<file path="src/rtl/evm_pkg.sv">
// evm_pkg: ballot controller state encoding and one-hot helpers.
package evm_pkg;
   typedef enum logic [1:0] {IDLE, ARMED, COMMIT, LOCK} state_t;
   localparam int MAX_CAND = 16;
   function automatic logic is_onehot(input logic [MAX_CAND-1:0] v);
      return v != '0 && (v & (v - MAX_CAND'(1))) == '0;
   endfunction
   function automatic logic [3:0] onehot_idx(input logic [MAX_CAND-1:0] v);
      logic [3:0] idx;
      idx = '0;
      for (int i = 0; i < MAX_CAND; i++) if (v[i]) idx = 4'(i);
      return idx;
   endfunction
endpackage

</file>
<file path="src/rtl/evm_tally_bank.sv">
// evm_tally_bank: per-candidate saturating vote counters with sticky saturation flags.
module evm_tally_bank #(
   parameter int N_CAND = 4,
   parameter int CNT_W  = 8,
   parameter int IDX_W  = $clog2(N_CAND)
) (
   input  logic                    clk,
   input  logic                    rst_n,
   input  logic                    inc_en,
   input  logic [IDX_W-1:0]        inc_idx,
   input  logic                    clr,
   output logic [N_CAND*CNT_W-1:0] tally,
   output logic [N_CAND-1:0]       sat
);
   for (genvar i = 0; i < N_CAND; i++) begin : g_cnt
      logic [CNT_W-1:0] cnt;
      logic             s;
      logic             hit;
      assign hit = inc_en && inc_idx == IDX_W'(i);
      always_ff @(posedge clk or negedge rst_n) begin
         if (!rst_n) begin
            cnt <= '0;
            s   <= 1'b0;
         end else if (clr) begin
            cnt <= '0;
            s   <= 1'b0;
         end else if (hit) begin
            cnt <= &cnt ? cnt : cnt + CNT_W'(1);
            s   <= s | (&cnt);
         end
      end
      assign tally[i*CNT_W +: CNT_W] = cnt;
      assign sat[i] = s;
   end
endmodule

</file>
<file path="src/rtl/evm_ballot_ctrl.sv">
// evm_ballot_ctrl: one-voter-at-a-time ballot sequencer with press arbitration,
// arming timeout and post-vote lockout in front of the tally bank.
module evm_ballot_ctrl
   import evm_pkg::*;
#(
   parameter int N_CAND      = 4,
   parameter int CNT_W       = 8,
   parameter int LOCK_CYC    = 16,
   parameter int TIMEOUT_CYC = 255
) (
   input  logic                      clk,
   input  logic                      rst_n,
   input  logic                      ballot_en,
   input  logic                      clear_tally,
   input  logic [N_CAND-1:0]         cand_btn,
   output logic                      armed,
   output logic                      vote_valid,
   output logic [$clog2(N_CAND)-1:0] vote_idx,
   output logic                      timeout,
   output logic [N_CAND*CNT_W-1:0]   tally,
   output logic [N_CAND-1:0]         sat
);
   localparam int IDX_W = $clog2(N_CAND);
   localparam int TW    = $clog2(TIMEOUT_CYC + 1);
   localparam int LW    = $clog2(LOCK_CYC + 1);
   state_t            state, state_nx;
   logic [N_CAND-1:0] btn_q, rise;
   logic [TW-1:0]     timer, timer_nx;
   logic [LW-1:0]     lock_cnt, lock_nx;
   logic              blocked, blocked_nx, accept, expire, lock_done;
   // blocked: an ambiguous press was seen; nothing counts until all buttons are released
   always_comb begin
      rise       = cand_btn & ~btn_q;
      accept     = !blocked && is_onehot(MAX_CAND'(rise)) && cand_btn == rise;
      expire     = timer == TW'(TIMEOUT_CYC - 1);
      lock_done  = lock_cnt == LW'(LOCK_CYC - 1);
      state_nx   = state;
      timer_nx   = '0;
      lock_nx    = '0;
      blocked_nx = 1'b0;
      case (state)
         IDLE: state_nx = ballot_en && cand_btn == '0 ? ARMED : IDLE;
         ARMED: begin
            timer_nx   = timer + TW'(1);
            blocked_nx = (blocked || (rise != '0 && !accept)) && cand_btn != '0;
            state_nx   = accept ? COMMIT : expire ? IDLE : ARMED;
         end
         COMMIT: state_nx = LOCK;
         default: begin
            lock_nx  = lock_done ? lock_cnt : lock_cnt + LW'(1);
            state_nx = lock_done && cand_btn == '0 ? IDLE : LOCK;
         end
      endcase
   end
   always_ff @(posedge clk or negedge rst_n) begin
      if (!rst_n) begin
         state      <= IDLE;
         btn_q      <= '0;
         timer      <= '0;
         lock_cnt   <= '0;
         blocked    <= 1'b0;
         vote_valid <= 1'b0;
         timeout    <= 1'b0;
         vote_idx   <= '0;
      end else begin
         state      <= state_nx;
         btn_q      <= cand_btn;
         timer      <= timer_nx;
         lock_cnt   <= lock_nx;
         blocked    <= blocked_nx;
         vote_valid <= state == COMMIT;
         timeout    <= state == ARMED && !accept && expire;
         if (state == ARMED && accept) vote_idx <= IDX_W'(onehot_idx(MAX_CAND'(rise)));
      end
   end
   assign armed = state == ARMED;
   evm_tally_bank #(.N_CAND(N_CAND), .CNT_W(CNT_W), .IDX_W(IDX_W)) u_bank (
      .clk     (clk),
      .rst_n   (rst_n),
      .inc_en  (state == COMMIT),
      .inc_idx (vote_idx),
      .clr     (state == IDLE && clear_tally),
      .tally   (tally),
      .sat     (sat)
   );
endmodule
</file>
<file path="config.mk">
export PLATFORM = sky130hd
export DESIGN_NAME = evm_ballot_ctrl
export DESIGN_NICKNAME = d
export VERILOG_FILES = /design/src/rtl/evm_pkg.sv /design/src/rtl/evm_tally_bank.sv /design/src/rtl/evm_ballot_ctrl.sv
export SDC_FILE = /design/constraint.sdc
export NUM_CORES = 1
export LEC_CHECK = 0
export CORE_ASPECT_RATIO = 0.75
export CORE_MARGIN = 2
export CORE_UTILIZATION = 50
export CTS_BUF_LIST = sky130_fd_sc_hd__clkbuf_4 sky130_fd_sc_hd__clkbuf_8
export DETAILED_ROUTE_END_ITERATION = 8
export DONT_BUFFER_PORTS = 1
export PLACE_DENSITY = 0.77
export RECOVER_POWER = 25
export SLEW_MARGIN = 30
export SYNTH_ARGS = -nofsm -noshare
export SYNTH_HDL_FRONTEND = slang
export SYNTH_SLANG_ARGS = --single-unit
</file>
<file path="constraint.sdc">
create_clock -name clk -period 5.7 [get_ports clk]
set_clock_uncertainty 0.15 [all_clocks]
set_input_delay 0.855 -clock clk [delete_from_list [all_inputs] [get_ports clk]]
set_output_delay 0.855 -clock clk [all_outputs]
set_load 0.1 [all_outputs]
</file>
==> results.yml <==
outcome:
  status: "finished clean"
yosys:
  async_reset_ff_frac: 1.00
  syn_inst: 301
  synth_area_sq_um: 2960
  synth_xor_area_frac: 0.0296
  synth_area_leaders: "dfrtp_1 51%, nor2_1 3.8%, nand3_1 3.5%, ha_1 3.4%, a21oi_1 3.0%"
  synthSimpleGateAreaFrac: 0.232
  ys_ff_latch: 60
  synthDistinctLibCells: 43
  ys_seq_area_frac: 0.507
  synth_edf_count: 0
  synth_top_family_by_area: "simple AND/OR/NAND/NOR gates"
  synth_compound_area_frac: 0.128
  synth_nets: 317
  yosys.area.top_type: "dfrtp_1"
  synthMuxAreaShare: 0.0304
  yosys_warnings: 0
  synth_flop_cell: "dfrtp_1"
  synth_top_cell_area_share: 0.507
  syn_area_per_cell_sq_um: 9.84
  synth_fa_ha_area_frac: 0.0338
detailed_routing:
  wl_per_cell_um: 16.0
  num_vias: 2225
  routed_wl_um: 6090
  drtAntennaViolNets: 0
  first_iter_violations: 89
  dr.pass1.iters: 4
  vias_per_cell: 5.84
  drc: 0
worst_setup_path:
  cp_max_fo: 15
  rr_worst_depth: 5
  worstSetupEndpointType: "output port"
  path_class: "register to output port"
  cp.required_ns: 4.70
  cp-start-kind: "register"
  reg2reg_slack_ns: 2.95
  startpoint: "state[1]"
  r2r_start: "u_bank.g_cnt[3].cnt[0]"
  r2r-end: "u_bank.g_cnt[3].cnt[3]"
  worstPathArrival_ns: 2.01
placed_design:
  portBuffers: 0
  gp_congestion: 0.790
  hpwlAfterDp_um: 4140
sta:
  relSlewSlack: 0.317
  finalSetupTns_ns: 0
  setup_viol: 0
  rsz0062_at_grt: "no"
  min_period_ns: 3.02
  timing.final.crit_share: 0.530
  worst_slew_pin_slew_ns: 1.02
  clock.fmax_mhz: 331
  drv_slew: 0
  finalHoldViolCount: 0
cts:
  cts.sinks: 60
  cts_tree: "yes"
  clk_pin_slew_worst_paths_ns: 0.06
  cts_max_path_buffers: 2
  htree_levels: 3
  clk_latency_ns: 0.33
  cts_root_buf: "clkbuf_8"
  postCtsSetupBuffers: 0
  cts_buffers: 9
  cts-resized-gates: 0
  cts_hold_buf: 0
floorplanning:
  boundaryPins: 49
  core_sq_um: 5770
  die_h_um: 70.7
  die_area_sq_um: 6560
  die_w_um: 92.9
  initial_utilization: 0.514
  rows: 24
global_route:
  overflow: 0
  grt_max_degree: 61
  grt_pass1_vias: 2280
  grt_pass1_wl_um: 10600
  grt_usage: 0.206
  antenna_found_initial: 0
finish:
  finalNetCount: 315
  final_core_util: 0.557
  n_antenna_cell: 0
  drive_gt1_frac: 0.0858
  area_delta_synth_final_pct: 8.40
min_path:
  hold_class: "primary input to async pin"
flow_run:
  drv_cap: 0
-- logic make-up (layout without fill, tap and decap cells) --
group / count (synthesis) / after routing
mux: 9 / 9
fa+ha+maj: 8 / 8
flops: 60 / 60
simple gates: 128 / 128
compound gates: 60 / 60
xor+xnor: 10 / 10
buf+inv: 26 / 28
-- layout by cell type (no fill, tap or decap), drive strengths merged, types with 2 or more instances in the layout --
cell type | netlist | final
ha | 8 | 8
dfrtp | 60 | 60
nor2b | 4 | 4
nor3 | 5 | 5
xnor2 | 4 | 4
clkbuf | 6 | 13
nor4 | 5 | 5
o31ai | 10 | 10
o21ai | 11 | 11
nand4bb | 2 | 2
nor3b | 8 | 8
and4 | 2 | 2
nand2b | 5 | 5
nand4b | 2 | 2
a31o | 2 | 2
a21oi | 18 | 18
a21o | 2 | 2
a31oi | 3 | 3
nand2 | 21 | 21
nor2 | 30 | 30
and3 | 7 | 7
or4 | 6 | 6
mux2i | 9 | 9
xor2 | 6 | 6
a211oi | 4 | 4
or3 | 5 | 5
nand3 | 21 | 21
inv | 12 | 12
nand4 | 3 | 3
o211ai | 5 | 5
-- critical path: stages (launching register included) --
cell      delay, ns
dfrtp_1        0.50
nand2b_1       0.44
inv_1          0.73
-- layer usage --
metal | share of wire | track usage
met3 | 0.065 | 0.0788
met1 | 0.46 | 0.259
met5 | 0 | 0
met4 | 0.021 | 0.0980
met2 | 0.46 | 0.316
-- how the worst max path moves through the flow --
stage / to / slack, ns / cells after the start
5_1_grt: armed / 2.58 / 2
6_report: armed / 2.68 / 2
3_5_place_dp: u_bank.g_cnt[3].cnt[5] / 2.94 / 4
2_1_floorplan: armed / 3.15 / 4
3_3_place_gp: u_bank.g_cnt[3].cnt[7] / 3.00 / 4
4_1_cts: armed / 2.67 / 2
-- layout make-up --
cell class / instances / area, sq um
inverter: 12 / 45.0
clock buffer: 13 / 166
multi-input combinational: 215 / 1350
clock inverter: 2 / 35.0
fill: 509 / 2550
timing repair buffer: 1 / 7.51
sequential: 60 / 1510
tap: 78 / 97.6
-- sequential cells by signal, summed over array words and instances, names as in the netlist --
| register | count |
|---|---|
| blocked | 1 |
| btn_q | 4 |
| lock_cnt | 5 |
| state | 2 |
| timeout | 1 |
| timer | 8 |
| u_bank.g_cnt.cnt | 32 |
| u_bank.g_cnt.s | 4 |
| vote_idx | 2 |
| vote_valid | 1 |
-- cell usage after synthesis (2+ instances only) --
cell,number
nand2_1,21
o21ai_0,7
clkbuf_1,6
a21o_1,2
inv_1,12
o21ai_1,4
o211ai_1,5
nand4b_1,2
and4_1,2
nor3_1,4
and3_1,7
nor2_1,30
nand4bb_1,2
nor4_1,5
o31ai_1,10
nor2b_1,4
buf_2,3
nand4_1,3
xnor2_1,4
a211oi_1,4
nor3b_1,8
ha_1,8
xor2_1,6
nand2b_1,5
or4_1,6
dfrtp_1,60
mux2i_1,9
nand3_1,21
a21oi_1,18
a31oi_1,3
buf_4,4
or3_1,5
-- through the flow --
step | hold slack (ns) | cell area (sq um) | std cells | setup WS [ns]
2_1_floorplan | 0.304 | 2960 | 301 | 3.15
5_1_grt | 0.0326 | 3210 | 381 | 2.58
3_5_place_dp | 0.329 | 3000 | 366 | 2.94
6_report | 0.0583 | 3210 | 381 | 2.68
4_1_cts | 0.0420 | 3200 | 381 | 2.67
3_3_place_gp | 0.327 | 3000 | 366 | 3.00
Power is left out: the tool's default activity adds up to more than one toggle a clock period on the data nets, which glitch-free logic cannot reach.
